`config.mk`:
```
export PLATFORM = sky130hd
export DESIGN_NAME = mem_rw_sync_rx
export DESIGN_NICKNAME = d
export VERILOG_FILES = /design/src/rtl/mem_rw_sync_rx.sv
export SDC_FILE = /design/constraint.sdc
export NUM_CORES = 1
export LEC_CHECK = 0
export CAP_MARGIN = 15
export CORE_ASPECT_RATIO = 1.2
export CORE_UTILIZATION = 51
export DETAILED_ROUTE_END_ITERATION = 8
export GPL_TIMING_DRIVEN = 0
export PLACE_DENSITY = 0.81
export SETUP_SLACK_MARGIN = 0.15
export SLEW_MARGIN = 40
export SYNTH_ARGS = -nofsm -noshare
export SYNTH_HDL_FRONTEND = slang
export SYNTH_SLANG_ARGS = --single-unit
export TNS_END_PERCENT = 1
```
`constraint.sdc`:
```
create_clock -name clk -period 2.5 [get_ports clk]
set_input_delay 0.5 -clock clk [delete_from_list [all_inputs] [get_ports clk]]
set_output_delay 0.5 -clock clk [all_outputs]
set_load 0.1 [all_outputs]
```
`src/rtl/mem_rw_sync_rx.sv`:
```
// mem_rw_sync_rx: clocked receiver for the dual-rail four-phase R/W token
// channel. Synchronizes both rails, issues one push per token into a small
// first-word-fall-through FIFO, and returns a registered acknowledge.
// Optional statistics counters are enabled with MEM_RW_SYNC_RX_STATS_EN.
module mem_rw_sync_rx #(
  parameter int DEPTH       = 4,
  parameter int SYNC_STAGES = 2,
  parameter int CNT_W       = 16
) (
  input  logic                         clk,
  input  logic                         rst,
  input  logic                         rw_t,
  input  logic                         rw_f,
  output logic                         ack,
  output logic                         op_valid,
  output logic                         op_write,
  input  logic                         op_ready,
  output logic [$clog2(DEPTH+1)-1:0]   fifo_level,
  output logic                         err_illegal
`ifdef MEM_RW_SYNC_RX_STATS_EN
  ,
  output logic [CNT_W-1:0]             rd_count,
  output logic [CNT_W-1:0]             wr_count
`endif
);

  localparam int LVL_W = $clog2(DEPTH + 1);
  localparam int PTR_W = $clog2(DEPTH);
  localparam logic [LVL_W-1:0] FULL_LVL = LVL_W'(DEPTH);
  localparam logic [PTR_W-1:0] LAST_PTR = PTR_W'(DEPTH - 1);

  if (DEPTH < 2 || SYNC_STAGES < 2 || CNT_W < 1) begin : g_param_check
    $error("mem_rw_sync_rx: DEPTH>=2, SYNC_STAGES>=2, CNT_W>=1 required");
  end

  typedef enum logic {IDLE, WAIT_NULL} state_t;

  state_t state, state_nxt;

  logic [SYNC_STAGES-1:0] t_sync, f_sync;
  logic s_t, s_f, s_data, s_null, s_illegal;
  logic push, pop, full, err_set;

  logic             mem [DEPTH];
  logic [PTR_W-1:0] wr_ptr, rd_ptr;

  function automatic logic [PTR_W-1:0] ptr_inc(input logic [PTR_W-1:0] p);
    return (p == LAST_PTR) ? '0 : p + 1'b1;
  endfunction

  // Rail synchronizers: shift each rail through SYNC_STAGES flops
  always_ff @(posedge clk or posedge rst) begin
    if (rst) begin
      t_sync <= '0;
      f_sync <= '0;
    end else begin
      t_sync <= {t_sync[SYNC_STAGES-2:0], rw_t};
      f_sync <= {f_sync[SYNC_STAGES-2:0], rw_f};
    end
  end

  assign s_t       = t_sync[SYNC_STAGES-1];
  assign s_f       = f_sync[SYNC_STAGES-1];
  assign s_data    = s_t ^ s_f;
  assign s_null    = ~(s_t | s_f);
  assign s_illegal = s_t & s_f;

  assign op_valid = (fifo_level != '0);
  assign full     = (fifo_level == FULL_LVL);
  assign pop      = op_valid & op_ready;
  // Stale entries are masked so op_write reads 0 whenever the FIFO is empty.
  assign op_write = op_valid & mem[rd_ptr];

  // Handshake state register; ack is its own flop, free of rail decode glitches
  always_ff @(posedge clk or posedge rst) begin
    if (rst) begin
      state <= IDLE;
      ack   <= 1'b0;
    end else begin
      state <= state_nxt;
      ack   <= (state_nxt == WAIT_NULL);
    end
  end

  // Next-state: one push per DATA token, full FIFO holds the producer off
  always_comb begin
    state_nxt = state;
    push      = 1'b0;
    err_set   = 1'b0;
    unique case (state)
      IDLE: begin
        if (s_illegal) begin
          err_set = 1'b1;
        end else if (s_data && !full) begin
          push      = 1'b1;
          state_nxt = WAIT_NULL;
        end
      end
      WAIT_NULL: begin
        if (s_illegal) begin
          err_set = 1'b1;
        end else if (s_null) begin
          state_nxt = IDLE;
        end
      end
      default: state_nxt = IDLE;
    endcase
  end

  // Sticky illegal-code flag
  always_ff @(posedge clk or posedge rst) begin
    if (rst) err_illegal <= 1'b0;
    else if (err_set) err_illegal <= 1'b1;
  end

  // FIFO storage; contents are don't-care until written
  always_ff @(posedge clk) begin
    if (push) mem[wr_ptr] <= s_t;
  end

  // FIFO pointers and occupancy
  always_ff @(posedge clk or posedge rst) begin
    if (rst) begin
      wr_ptr     <= '0;
      rd_ptr     <= '0;
      fifo_level <= '0;
    end else begin
      if (push) wr_ptr <= ptr_inc(wr_ptr);
      if (pop)  rd_ptr <= ptr_inc(rd_ptr);
      unique case ({push, pop})
        2'b10:   fifo_level <= fifo_level + 1'b1;
        2'b01:   fifo_level <= fifo_level - 1'b1;
        default: fifo_level <= fifo_level;
      endcase
    end
  end

`ifdef MEM_RW_SYNC_RX_STATS_EN
  // Saturating per-type push counters
  always_ff @(posedge clk or posedge rst) begin
    if (rst) begin
      rd_count <= '0;
      wr_count <= '0;
    end else if (push) begin
      if (s_t && wr_count != '1)  wr_count <= wr_count + 1'b1;
      if (!s_t && rd_count != '1) rd_count <= rd_count + 1'b1;
    end
  end
`endif

endmodule

```
==> results summary <==
The netlist area before placement came out at 823 um2. The clock buffer count from CTS came out at 3. For hold timing, the worst endpoint is t_sync[1]$_DFF_PP0_. The post-route core utilization came out at 66.9%. The fmax came out at 451 MHz. Setup repair after global routing left no endpoint under its margin. The fraction of post-synthesis cell area in the top cell type by area is 39.5%. The flip-flop and latch count after synthesis came out at 17. The total via count after detailed routing came out at 453. The number of port buffers is 11. The final wirelength is 1.05 mm. The area growth from synthesis to final layout is 19.0%.

The met3 wire length is 47 um. The cell count after synthesis came out at 60. The most common cell after layout, fill and taps aside is sky130_fd_sc_hd__inv_1.

The die height is 46.0 um. The ratio of cells with drive above 1 in the final layout came out at 42.9%. The detail route stage leaves a number of antenna-violating nets equal to 0.

The length in cells of the worst reg-to-reg path is 11. The total setup violations reported at the end of the flow is 0. The worst setup path is launched from a register. After legalization and detailed placement, the total HPWL measured 791 um.

In this run the count of I/O pins placed on the die edge is 12. For this block, wires on met1 add up to 446 um. The area of the multi-input gates came out at 343 um2.

The max-slew violation count is 0. The antenna diode count is 0. The mean cell area of the mapped netlist is 13.7 um2. For this run, the detailed router's first-pass iteration total came to 1. The floorplan has 15 rows. The weighted congestion reported at the end of routability-driven placement came out at 0.628. The layout has 108 filler cells. The synthesized design spends more area on one cell type than any other, namely sky130_fd_sc_hd__dfrtp_1. The floorplan step defined a die boundary enclosing 1780 um2. For the final routed database, the setup TNS stands at 0 ns. The post-detailed-route DRC marker count came out at 0. The global-route wire length before repair is 1.76 mm. The average detailed-routed wire length per instance came out at 11.2 um.

The number of antenna violations at the first check in global routing came out at 0. In this run the deepest clock path goes through 2 buffers. The net count of the mapped netlist came out at 74. The end of the worst register-to-register path is fifo_level[2]$_DFFE_PP0P_. The worst register-to-register path has a setup slack of 0.28 ns.

The count of max-cap constraint violations is 0. The count of final hold-check violations came out at 0. The TritonCTS clock tree is built. Ranked by total cell area, the synthesized netlist is headed by sky130_fd_sc_hd__dfrtp_1, sky130_fd_sc_hd__edfxtp_1, sky130_fd_sc_hd__ha_1. The setup slack of the critical path after layout came out at 0.282 ns. The flow ran to the end, and the final reports show no timing, DRC or antenna violations. The total routing resource utilization after global routing is 15.2%. The number of different library cells used by synthesis comes to 20. The kind of path behind the tightest hold check is reg2reg. For the worst-skew pair, the clock arrives at the later sink with an insertion delay of 0.29 ns.

The critical path in this run is classified as reg2reg. The uppermost signal routing layer after detailed routing is met4. The minimum clock period after layout came out at 2.22 ns. The H-tree depth came out at 1.

Before CTS, the worst setup slack after placement is 0.0632 ns. The worst path arrival time is 2.40 ns. The worst clock skew is 0.00296 ns. The number of vias per cell after detailed routing is 4.82. The worst register-to-register path begins at t_sync[1]$_DFF_PP0_. The finished layout holds 94 standard cells, fillers aside.

The register cell area after layout came out at 457 um2. Once placement completed, the tool counted placed cells totaling 88. The measured slew at the worst slew-check pin is 0.485 ns. Entering global routing, the biggest net connects 14 pins. The hold path depth is 0. The die boundary width is 38.7 um.

The initial core utilization is 56.2%. CTS saw 17 sinks. The fraction of the cycle the final worst path needs is 88.7%. The worst setup path is captured at a register. In the detailed route, the total length drawn on met2 is 526 um. The CTS root buffer is sky130_fd_sc_hd__clkbuf_4. For this run, the number of Yosys warnings is 0. The via count of the first global-routing pass came out at 417.

The headroom to the max-slew limit is 67.9%. The core area came out at 1460 um2. The initial detailed-routing violation count came out at 0. The register area share after synthesis came out at 54.1%. Global routing finished with a remaining overflow of 0.

Data on the critical path is required at its endpoint by 2.68 ns. Clock-pin slew was measured on the worst setup and hold paths at 0.09 ns. The critical-path maximum fanout is 3. The top cell types in the final layout, fill and taps aside, are sky130_fd_sc_hd__inv_1, sky130_fd_sc_hd__ha_1, sky130_fd_sc_hd__dfrtp_1. The worst hold path begins at t_sync[0]$_DFF_PP0_. The layout net count came out at 92.
through the flow:
step	cell area, um2	hold WS (ns)
after detailed placement	936	0.340
after global routing	980	0.376
after global placement	971	0.333
after floorplan	840	0.331
after CTS	971	0.364
final	980	0.360
metal layers:
layer	GRT usage, %	up-vias
li1	-	224
met1	20.2	212
met2	21.3	12
met3	4.41	5
met4	10.3	0
met5	0	-
final cells by class:
class                   instances  area share [%]
repair buffers                 13            9.20
clock inverters                 1           0.511
clock buffers                   3            2.30
flip-flops and latches         17            46.6
inverters                      11            4.21
multi-input cells              32            35.0
well taps                      17            2.17
sequential cells by signal (all words and copies together), names as in the netlist:
register	count
t_sync	2
wr_ptr	2
fifo_level	3
err_illegal	1
mem	4
f_sync	2
state	1
rd_ptr	2
cells in the mapped netlist:
library cell / instances
sky130_fd_sc_hd__fa_1: 1
sky130_fd_sc_hd__and2_1: 1
sky130_fd_sc_hd__mux2_4: 2
sky130_fd_sc_hd__ha_1: 8
sky130_fd_sc_hd__or2_2: 1
sky130_fd_sc_hd__and2_2: 4
sky130_fd_sc_hd__nor2_1: 3
sky130_fd_sc_hd__or3b_4: 1
sky130_fd_sc_hd__dfrtp_1: 13
sky130_fd_sc_hd__mux4_2: 1
sky130_fd_sc_hd__edfxtp_1: 4
sky130_fd_sc_hd__xnor2_1: 1
sky130_fd_sc_hd__a21o_2: 1
sky130_fd_sc_hd__nand2_1: 1
sky130_fd_sc_hd__mux2_2: 2
sky130_fd_sc_hd__inv_1: 11
sky130_fd_sc_hd__mux2i_1: 1
sky130_fd_sc_hd__a31oi_4: 1
sky130_fd_sc_hd__or3_1: 1
sky130_fd_sc_hd__xor2_1: 2
critical path: stages, from the launching register on:
cell	delay, ns
sky130_fd_sc_hd__dfrtp_2	0.39
sky130_fd_sc_hd__inv_1	0.05
sky130_fd_sc_hd__ha_1	0.26
sky130_fd_sc_hd__or3b_4	0.38
sky130_fd_sc_hd__a31oi_4	0.15
sky130_fd_sc_hd__inv_1	0.06
sky130_fd_sc_hd__ha_1	0.21
sky130_fd_sc_hd__inv_1	0.07
sky130_fd_sc_hd__fa_1	0.17
sky130_fd_sc_hd__xor2_1	0.15
sky130_fd_sc_hd__nor2_1	0.06
sky130_fd_sc_hd__xor2_1	0.14
worst max path at each step:
| stage | from | end | slack (ns) |
|---|---|---|---|
| 2_1_floorplan | fifo_level[1]$_DFFE_PP0P_ | fifo_level[2]$_DFFE_PP0P_ | 0.16 |
| 3_3_place_gp | rd_ptr[0]$_DFFE_PP0P_ | op_write | -0.04 |
| 3_5_place_dp | t_sync[1]$_DFF_PP0_ | fifo_level[2]$_DFFE_PP0P_ | 0.06 |
| 4_1_cts | t_sync[1]$_DFF_PP0_ | fifo_level[2]$_DFFE_PP0P_ | 0.19 |
| 5_1_grt | t_sync[1]$_DFF_PP0_ | fifo_level[2]$_DFFE_PP0P_ | 0.16 |
| 6_report | t_sync[1]$_DFF_PP0_ | fifo_level[2]$_DFFE_PP0P_ | 0.28 |
what timing repair did:
action	in CTS	in global routing
hold endpoints to repair	0	0
resized for setup	0	1
setup endpoints to repair	2	2
buffers inserted	1	1
hold buffers	0	0
gates cloned	0	0
logic make-up (layout without fill, tap and decap cells):
family                     after synthesis  after routing  synth area share [%]
DFF                                     17             17                  54.1
and+or+nand+nor                         12             12                  9.12
buffers and inverters                   11             28                  5.02
adders and majority gates                9              9                  14.6
muxes                                    6              6                  10.3
xor gates and xnor gates                 3              3                  3.19
AOI/OAI and AO/OA                        2              2                  3.65
Power is left out: the tool's default activity adds up to more than one toggle a clock period on the data nets, which glitch-free logic cannot reach.
